--- src/rtl/braille_mode_pkg.sv ---
// Shared types and helpers for the trainer mode controller.
package braille_mode_pkg;

    typedef enum logic [1:0] {
        S_NONE,
        S_ACTIVE,
        S_DRAIN
    } state_t;

    localparam int MODE_NONE   = 0;
    localparam int MODE_LEARN  = 1;
    localparam int MODE_ASSESS = 2;
    localparam int MODE_GAME   = 3;

    localparam int MAX_MODES = 16;
    localparam int MAX_SEL_W = 5;

    // Code 0 maps to an all-zero vector; callers size-cast down to NUM_MODES.
    function automatic logic [MAX_MODES-1:0] code_to_onehot(input logic [MAX_SEL_W-1:0] code);
        logic [MAX_MODES-1:0] oh;
        oh = '0;
        if (code != '0) begin
            oh = MAX_MODES'(1) << (code - 1'b1);
        end
        return oh;
    endfunction

endpackage

--- src/rtl/mode_idle_timer.sv ---
// Idle timer for the active mode: counts idle cycles, flags the last one.
module mode_idle_timer #(
    parameter int TIMEOUT_CYCLES = 1000,
    parameter int CNT_W          = (TIMEOUT_CYCLES > 0) ? $clog2(TIMEOUT_CYCLES + 1) : 1
) (
    input  logic clk,
    input  logic rst,
    input  logic clr,
    input  logic run,
    output logic expire
);

    generate
        if (TIMEOUT_CYCLES == 0) begin : g_off
            assign expire = 1'b0;
        end else begin : g_on
            localparam logic [CNT_W-1:0] LAST = CNT_W'(TIMEOUT_CYCLES - 1);
            logic [CNT_W-1:0] idle_cnt;

            always_ff @(posedge clk) begin
                if (!rst) begin
                    idle_cnt <= '0;
                end else if (clr) begin
                    idle_cnt <= '0;
                end else if (run) begin
                    idle_cnt <= idle_cnt + 1'b1;
                end
            end

            assign expire = run && (idle_cnt == LAST);
        end
    endgenerate

endmodule

--- src/rtl/mode_controller.sv ---
// Password-gated one-hot mode selection with break-before-make switching,
// explicit "no mode" command, invalid-code error and inactivity timeout.
import braille_mode_pkg::*;

//  state    | meaning
//  S_NONE   | no mode driven
//  S_ACTIVE | mode_oh drives the current mode, idle timer running
//  S_DRAIN  | outputs dropped, waiting for mode_busy==0 to raise pending
module mode_controller #(
    parameter int NUM_MODES      = 3,
    parameter int SEL_W          = $clog2(NUM_MODES + 1),
    parameter int TIMEOUT_CYCLES = 1000,
    parameter int CNT_W          = (TIMEOUT_CYCLES > 0) ? $clog2(TIMEOUT_CYCLES + 1) : 1
) (
    input  logic                 clk,
    input  logic                 rst,
    input  logic                 mode_selector,
    input  logic                 pass_load,
    input  logic [SEL_W-1:0]     mode_ip,
    input  logic                 activity,
    input  logic                 mode_busy,
    output logic [NUM_MODES-1:0] mode_oh,
    output logic [SEL_W-1:0]     mode_code,
    output logic                 mode_valid,
    output logic                 switch_done,
    output logic                 mode_err,
    output logic                 timeout
);

    state_t               state, state_nxt;
    logic [SEL_W-1:0]     pending, pending_nxt;
    logic [SEL_W-1:0]     code_nxt, drain_tgt;
    logic [NUM_MODES-1:0] oh_nxt;
    logic                 sd_nxt, err_nxt, to_nxt;
    logic                 load, code_z, code_x, code_v;
    logic                 timer_clr, timer_run, expire;

    assign load   = mode_selector & pass_load;
    assign code_z = (mode_ip == SEL_W'(MODE_NONE));
    assign code_x = (mode_ip > SEL_W'(NUM_MODES));
    assign code_v = !code_z && !code_x;

    // An invalid-code load freezes the timer along with everything else.
    assign timer_run = (state == S_ACTIVE) && !load && !activity;
    assign timer_clr = (state != S_ACTIVE) || (load ? !code_x : activity);

    mode_idle_timer #(
        .TIMEOUT_CYCLES (TIMEOUT_CYCLES),
        .CNT_W          (CNT_W)
    ) u_idle_timer (
        .clk    (clk),
        .rst    (rst),
        .clr    (timer_clr),
        .run    (timer_run),
        .expire (expire)
    );

    always_comb begin
        state_nxt   = state;
        pending_nxt = pending;
        oh_nxt      = mode_oh;
        code_nxt    = mode_code;
        sd_nxt      = 1'b0;
        err_nxt     = 1'b0;
        to_nxt      = 1'b0;
        drain_tgt   = (load && code_v) ? mode_ip : pending;

        if (load && code_x) begin
            err_nxt = 1'b1;
        end else begin
            case (state)
                S_NONE: begin
                    if (load && code_v) begin
                        oh_nxt    = NUM_MODES'(code_to_onehot(MAX_SEL_W'(mode_ip)));
                        code_nxt  = mode_ip;
                        sd_nxt    = 1'b1;
                        state_nxt = S_ACTIVE;
                    end
                end
                S_ACTIVE: begin
                    if (load && code_v) begin
                        if (mode_ip != mode_code) begin
                            oh_nxt      = '0;
                            code_nxt    = '0;
                            pending_nxt = mode_ip;
                            state_nxt   = S_DRAIN;
                        end
                    end else if (load && code_z) begin
                        oh_nxt    = '0;
                        code_nxt  = '0;
                        state_nxt = S_NONE;
                    end else if (expire) begin
                        oh_nxt    = '0;
                        code_nxt  = '0;
                        to_nxt    = 1'b1;
                        state_nxt = S_NONE;
                    end
                end
                S_DRAIN: begin
                    if (load && code_z) begin
                        pending_nxt = '0;
                        state_nxt   = S_NONE;
                    end else if (!mode_busy) begin
                        oh_nxt      = NUM_MODES'(code_to_onehot(MAX_SEL_W'(drain_tgt)));
                        code_nxt    = drain_tgt;
                        sd_nxt      = 1'b1;
                        pending_nxt = '0;
                        state_nxt   = S_ACTIVE;
                    end else begin
                        pending_nxt = drain_tgt;
                    end
                end
                default: begin
                    oh_nxt      = '0;
                    code_nxt    = '0;
                    pending_nxt = '0;
                    state_nxt   = S_NONE;
                end
            endcase
        end
    end

    always_ff @(posedge clk) begin
        if (!rst) begin
            state       <= S_NONE;
            pending     <= '0;
            mode_oh     <= '0;
            mode_code   <= '0;
            mode_valid  <= 1'b0;
            switch_done <= 1'b0;
            mode_err    <= 1'b0;
            timeout     <= 1'b0;
        end else begin
            state       <= state_nxt;
            pending     <= pending_nxt;
            mode_oh     <= oh_nxt;
            mode_code   <= code_nxt;
            mode_valid  <= |oh_nxt;
            switch_done <= sd_nxt;
            mode_err    <= err_nxt;
            timeout     <= to_nxt;
        end
    end

endmodule

--- config.mk ---
export PLATFORM = sky130hd
export DESIGN_NAME = mode_controller
export DESIGN_NICKNAME = d
export VERILOG_FILES = /design/src/rtl/braille_mode_pkg.sv /design/src/rtl/mode_idle_timer.sv /design/src/rtl/mode_controller.sv
export SDC_FILE = /design/constraint.sdc
export NUM_CORES = 1
export LEC_CHECK = 0
export CORE_MARGIN = 3
export CORE_UTILIZATION = 57
export DETAILED_ROUTE_END_ITERATION = 8
export MAX_ROUTING_LAYER = met4
export PLACE_DENSITY = 0.93
export SLEW_MARGIN = 40
export SYNTH_ARGS = -nofsm -noshare
export SYNTH_HDL_FRONTEND = slang
export SYNTH_SLANG_ARGS = --single-unit
--- constraint.sdc ---
create_clock -name clk -period 6.3 [get_ports clk]
set_clock_uncertainty 0.2 [all_clocks]
set_input_delay 1.89 -clock clk [delete_from_list [all_inputs] [get_ports clk]]
set_output_delay 1.89 -clock clk [all_outputs]
set_load 0.01 [all_outputs]
---- Word-level counts from Yosys, hierarchy flattened ----
Index checks and enable logic that the tools add are counted.
cells by class
  add/subtract/negate cells ............... 3
  bitwise logic cells ..................... 5
  divide/modulo/power cells ............... 0
  equal/unequal tests ..................... 13
  reductions and logical operators ........ 23
  muxes and demuxes ....................... 38
  multiply operators ...................... 0
  shifts and indexed selects .............. 2
  $lt $le $gt $ge ......................... 1
operators with widths
  operator                                           count
  2-to-1 mux 2 bit                                   17
  2-to-1 mux 3 bit                                   10
  one-hot mux 2 bit (3 select lines)                 3
  adder 10 x 1 -> 10 bit (second input constant)     1
  == test 10 bit (second input constant)             1
  << shifter 1 x 5 -> 3 bit (first input constant)   2
  one-hot mux 3 bit (3 select lines)                 1
  logical AND 1 bit                                  7
  2-to-1 mux 1 bit                                   6
  != test 2 x 1 -> 1 bit (second input constant)     3
  != test 2 bit (second input constant)              3
  AND reduction 6 bit                                1
  subtractor 2 x 1 -> 3 bit (second input constant)  2
  AND reduction 5 bit                                1
  OR reduction 5 bit                                 1
  zero test 1 bit                                    4
  zero test 2 bit                                    2
  != test 4 x 2 -> 1 bit (second input constant)     1
  NOT 1 bit                                          4
  AND reduction 4 bit                                1
  nonzero test 2 bit                                 2
  OR reduction 2 bit                                 2
  != test 3 x 2 -> 1 bit (second input constant)     1
  != test 3 bit (second input constant)              1
  other kinds (8)                                    8
storage, ports and cells
  memory bits (read-only) ................. 0
  latch bits .............................. 0
  bits in writable memories ............... 0
  logic and storage cells ................. 94
  memories kept ........................... 0
  register bits after elaboration ......... 23
  bits of input ports ..................... 8
  output and inout port bits .............. 9

---- Logic depth before layout (Yosys ltp) ----
  depth after elaboration ................. 13
  mapped depth ............................ 8
  depth with buffers taken out ............ 8

---- Modules after synthesis ----
Synthesis repeated with hierarchy kept, for this count alone.
second synthesis, totals
  cell total of the unflattened synthesis .. 158
  area total of the unflattened synthesis .. 1346.3 sq um
by module, submodules not included
  module           instances  seq. area each (sq um)  cells an instance  area each (sq um)
  mode_controller  1          240.2                   108                892.1
  mode_idle_timer  1          200.2                   50                 454.2

---- Worst setup path before layout ----
Ideal clock, no wire load.
  path kind ............................... input to register
  start ................................... input mode_ip[1]
  end ..................................... register mode_valid
  slack ................................... 2.776 ns
  arrival time ............................ 3.197 ns
  buffers on the path ..................... 1
  stages on the path ...................... 7
  cells stage by stage .................... clkbuf_1 nor4bb_1 o21ai_0 o2111ai_2 a22oi_2 nor2_2 or3_1
on the way
  word-level cells in the longest chain between the ends .. 13
ends and longest elaborated chain
  item                                                                     RTL line                                                             source
  from (decl)                                                              mode_controller.sv:19                                                input logic [SEL_W-1:0] mode_ip,
  greater-than comparator 2 bit / zero test 2 bit (equally long branches)  mode_controller.sv:40, mode_controller.sv:39
  zero test 1 bit                                                          mode_controller.sv:41                                                assign code_v = !code_z && !code_x;
  logical AND 1 bit                                                        mode_controller.sv:41
  logical AND 1 bit                                                        mode_controller.sv:66, mode_controller.sv:73, mode_controller.sv:81
  2-to-1 mux 2 bit                                                         mode_controller.sv:66                                                drain_tgt = (load && code_v) ? mode_ip : pending;
  subtractor 2 x 1 -> 3 bit                                                braille_mode_pkg.sv:23                                               oh = MAX_MODES'(1) << (code - 1'b1);
  << shifter 1 x 5 -> 3 bit                                                braille_mode_pkg.sv:23
  2-to-1 mux 3 bit                                                         braille_mode_pkg.sv:22                                               if (code != '0) begin
  2-to-1 mux 3 bit                                                         mode_controller.sv:103                                               end else if (!mode_busy) begin
  2-to-1 mux 3 bit                                                         mode_controller.sv:100                                               if (load && code_z) begin
  one-hot mux 3 bit (3 select lines)                                       mode_controller.sv:71                                                case (state)
  2-to-1 mux 3 bit (*)                                                     mode_controller.sv:68                                                if (load && code_x) begin
  OR reduction 3 bit (*)                                                   mode_controller.sv:138                                               mode_valid <= |oh_nxt;
  to (signal assigned)                                                     mode_controller.sv:138
  to (decl)                                                                mode_controller.sv:24                                                output logic mode_valid,
Every way passes the cells marked *; elsewhere a longest branch is shown, timed or not.
A chain may end at the register's enable or synchronous reset.

---- Worst setup path in the final report ----
  start ................................... input pass_load
  end ..................................... register mode_valid
on the way
  word-level cells in the longest chain between the ends .. 11
ends and longest elaborated chain
  item                                                                   RTL line                                       source
  from (decl)                                                            mode_controller.sv:18                          input logic pass_load,
  bitwise AND 1 bit (*)                                                  mode_controller.sv:38                          assign load = mode_selector & pass_load;
  logical AND 1 bit / zero test 1 bit (equally long branches)            n/a
  2-to-1 mux 2 bit / logical AND 1 bit (equally long branches)           mode_controller.sv:66, mode_controller.sv:44
  subtractor 2 x 1 -> 3 bit / logical AND 1 bit (equally long branches)  braille_mode_pkg.sv:23, mode_controller.sv:44
  << shifter 1 x 5 -> 3 bit / logical AND 1 bit (equally long branches)  braille_mode_pkg.sv:23, mode_idle_timer.sv:30
  2-to-1 mux 3 bit, on equally long branches                             braille_mode_pkg.sv:22, mode_controller.sv:92
  2-to-1 mux 3 bit, on equally long branches                             mode_controller.sv:103, mode_controller.sv:88
  2-to-1 mux 3 bit, on equally long branches                             mode_controller.sv:100, mode_controller.sv:81
  one-hot mux 3 bit (3 select lines)                                     mode_controller.sv:71
  2-to-1 mux 3 bit (*)                                                   mode_controller.sv:68
  OR reduction 3 bit (*)                                                 mode_controller.sv:138
Marks and branches as above.

==> flow_summary.toml <==
[power_and_ir_drop]
irDropWorstVdd_mv = 0.165
total_power_w = 0.000320
p_leak_nw = 0.523
power_density_mw_per_mm2 = 226

[routing]
post_drt_wl_per_cell_um = 14.4
first_pass_iters = 4
avgViaCountPerCell = 6.00
ant_nets = 0
vias = 1104
drc_errors = 0
wl_um = 2650
drtIter0Drc = 35

[timing]
hold_viol_final = 0
setup_tns_ps = 0
rsz0062_at_grt = "no"
finalSetupViolations = 0
slew_violations = 0
fin_crit_sh = 0.602
holdWs_ps = 297
timing.fmax_ghz = 0.264
fin_crit_ps = 3790

[die]
die_w_um = 52.4
initial_core_util = 0.614
die_h_um = 52.4
fp.dieArea_mm2 = 0.00275
io-pin-count = 17
rows = 16
core_mm2 = 0.00200

[synth]
synth_seq_cells = 22
ys.flop_type = "dfxtp_1"
netlist_top_cells_area = "dfxtp_1 36%, ha_1 5.1%, nand2_1 4.6%, nand3_1 4.5%, xnor2_1 4.3%"
async_flop_share = 0
synth-edff-count = 0
syn_area_per_cell_um2 = 8.47
ys_top_cells_by_count = "22 x dfxtp_1, 15 x nand2_1, 13 x nor2_1, 11 x nand3_1, 8 x a21oi_1"
synth.most_common_cell = "dfxtp_1"
synth_top_cell_by_area = "dfxtp_1"
synthCells = 145
yosysSeqAreaShare = 0.358
synth_area_mm2 = 0.00123
synthDistinctLibCells = 39
yosys_warnings = 0
synth_top_area_share = 0.358
synth_fp_nets = 158

[setup_path]
r2r_start = "u_idle_timer.g_on.idle_cnt[0]"
required_ps = 6300
r2r_cells = 7
critPathBufInv = 1
path_common_cell = "nand2_1"
cp_slowest_stage_delay_ps = 630
path_max_fanout = 9
timing.rr.end = "mode_valid"
cp_data_arrival_time_ps = 3800
crit_path_start_kind = "primary input"
crit_family = "simple AND/OR/NAND/NOR gates"
r2r_slack_ps = 4030
crit_chain = "clkdlybuf4s50_1 -> nand2_1 -> nand2_1 -> o2111ai_2 -> a22oi_2 -> nor2_2 -> or3_1"
critPathKind = "primary input to register"
crit_path_end_kind = "register"
slowest_stage = "clkdlybuf4s50_1"

[grt]
grt_max_degree = 13
grt_pass1_wl_um = 4420
top_usage_layer = "met2"
track_usage = 0.222
use_met2 = 0.376
antenna_found_initial = 0
met3_usage = 0.0427
first_global_vias = 1037
grt_overflow = 0
use_met1 = 0.243

[min_path]
hold_path_startpoint = "u_idle_timer.g_on.idle_cnt[0]"
holdPathStages = 1
whs_endpoint = "u_idle_timer.g_on.idle_cnt[0]"
hp-class = "register to register"

[clocking]
clockBufferDepth = 2
post_cts_buffers = 0
root_buffer = "clkbuf_4"
cts_sinks = 22
clock_latency_ps = 310
cts-resized-gates = 0
cts_tree = "built"
numCtsBuffers = 3
cts_hold_buf = 0
clkTransAtPathRegs_ps = 120
htree_levels = 1

[cells_and_area]
num_antenna_cells = 0
layout-drive-gt1-share = 0.0764
area_growth_pct = 15.5
num-fill-cells = 170
fin_nets = 171

[placement]
hpwl_um = 2040
gp_congestion = 0.868
port_buffers = 15

[outcome]
status = "completed"

[job]
cap_violations = 0
[metal layers]
metal	share of wire	vias to the layer above
li1	-	542
met1	0.42	521
met2	0.52	34
met3	0.040	7
met4	0.021	0
met5	0	-
[worst register-to-register path: stages (launching register included)]
cell and delay [ps]:
dfxtp_1 420, ha_1 250, nand2_1 130, nor4_4 360, o2111ai_2 220, a22oi_2 190, nor2_2 50, or3_1 350
[per-stage QoR]
step                      utilization  std cells  setup WS, ps  instance area (um2)
after floorplan                     -        145          2780                 1230
after global placement          0.691        180          2270                 1380
after detailed placement        0.691        180          2200                 1380
after CTS                       0.709        184          2540                 1420
after global routing            0.709        184          2390                 1420
final                           0.709        184          2510                 1420
[worst max-delay path by stage]
stage | cells past startpoint | startpoint | slack, ps | endpoint
2_1_floorplan | 7 | mode_ip[1] | 2780 | mode_valid
3_3_place_gp | 7 | pass_load | 2270 | mode_valid
3_5_place_dp | 7 | mode_ip[1] | 2200 | mode_valid
4_1_cts | 7 | pass_load | 2540 | mode_valid
5_1_grt | 7 | pass_load | 2390 | mode_valid
6_report | 7 | pass_load | 2510 | mode_valid
[sequential cells by signal, summed over array words and instances (netlist names)]
register / count
pending: 2
mode_oh: 3
state: 2
switch_done: 1
mode_valid: 1
mode_code: 2
u_idle_timer.g_on.idle_cnt: 10
timeout: 1
[layout by cell type (no fill, tap or decap), types with 2 or more instances in the layout]
master | synthesis | final
a21boi_0 | 4 | 4
a21oi_1 | 8 | 8
a221o_2 | 2 | 2
a22o_1 | 2 | 2
a31oi_1 | 2 | 2
and3_1 | 4 | 4
clkbuf_4 | 0 | 3
clkdlybuf4s50_1 | 0 | 15
dfxtp_1 | 22 | 22
ha_1 | 5 | 5
inv_1 | 2 | 2
nand2_1 | 15 | 15
nand2b_1 | 7 | 7
nand3_1 | 11 | 11
nand3b_1 | 2 | 2
nand4_1 | 2 | 2
nand4b_1 | 3 | 3
nor2_1 | 13 | 13
nor4_1 | 2 | 2
o21ai_0 | 3 | 3
or2b_1 | 2 | 2
or3_1 | 2 | 2
xnor2_1 | 6 | 6
xor2_1 | 4 | 4
[power by group]
group	internal, W	switching, W	leakage, nW	total (W)
clock	0.0000353	0.0000421	0.0210	0.0000774
combinational	0.0000421	0.0000470	0.324	0.0000891
sequential	0.000147	0.00000667	0.178	0.000154
total	0.000224	0.0000957	0.523	0.000320
[cell families after synthesis]
| family | count (synthesis) | synth area share |
|---|---|---|
| DFF | 22 | 0.358 |
| other | 1 | 0.00305 |
| buffers and inverters | 9 | 0.0306 |
| adders and majority gates | 5 | 0.0509 |
| and+or+nand+nor | 69 | 0.313 |
| AOI/OAI and AO/OA | 29 | 0.173 |
| xor gates and xnor gates | 10 | 0.0713 |
[area by class of cell]
class,count,area [um2],area share
Clock buffer,4,36.3,0.0256
Inverter,2,7.51,0.00529
Multi-Input combinational cell,114,751,0.529
Sequential cell,22,440,0.310
Tap cell,27,33.8,0.0238
Timing Repair Buffer,15,150,0.106
Note: power is estimated with default switching activity, not from simulation.
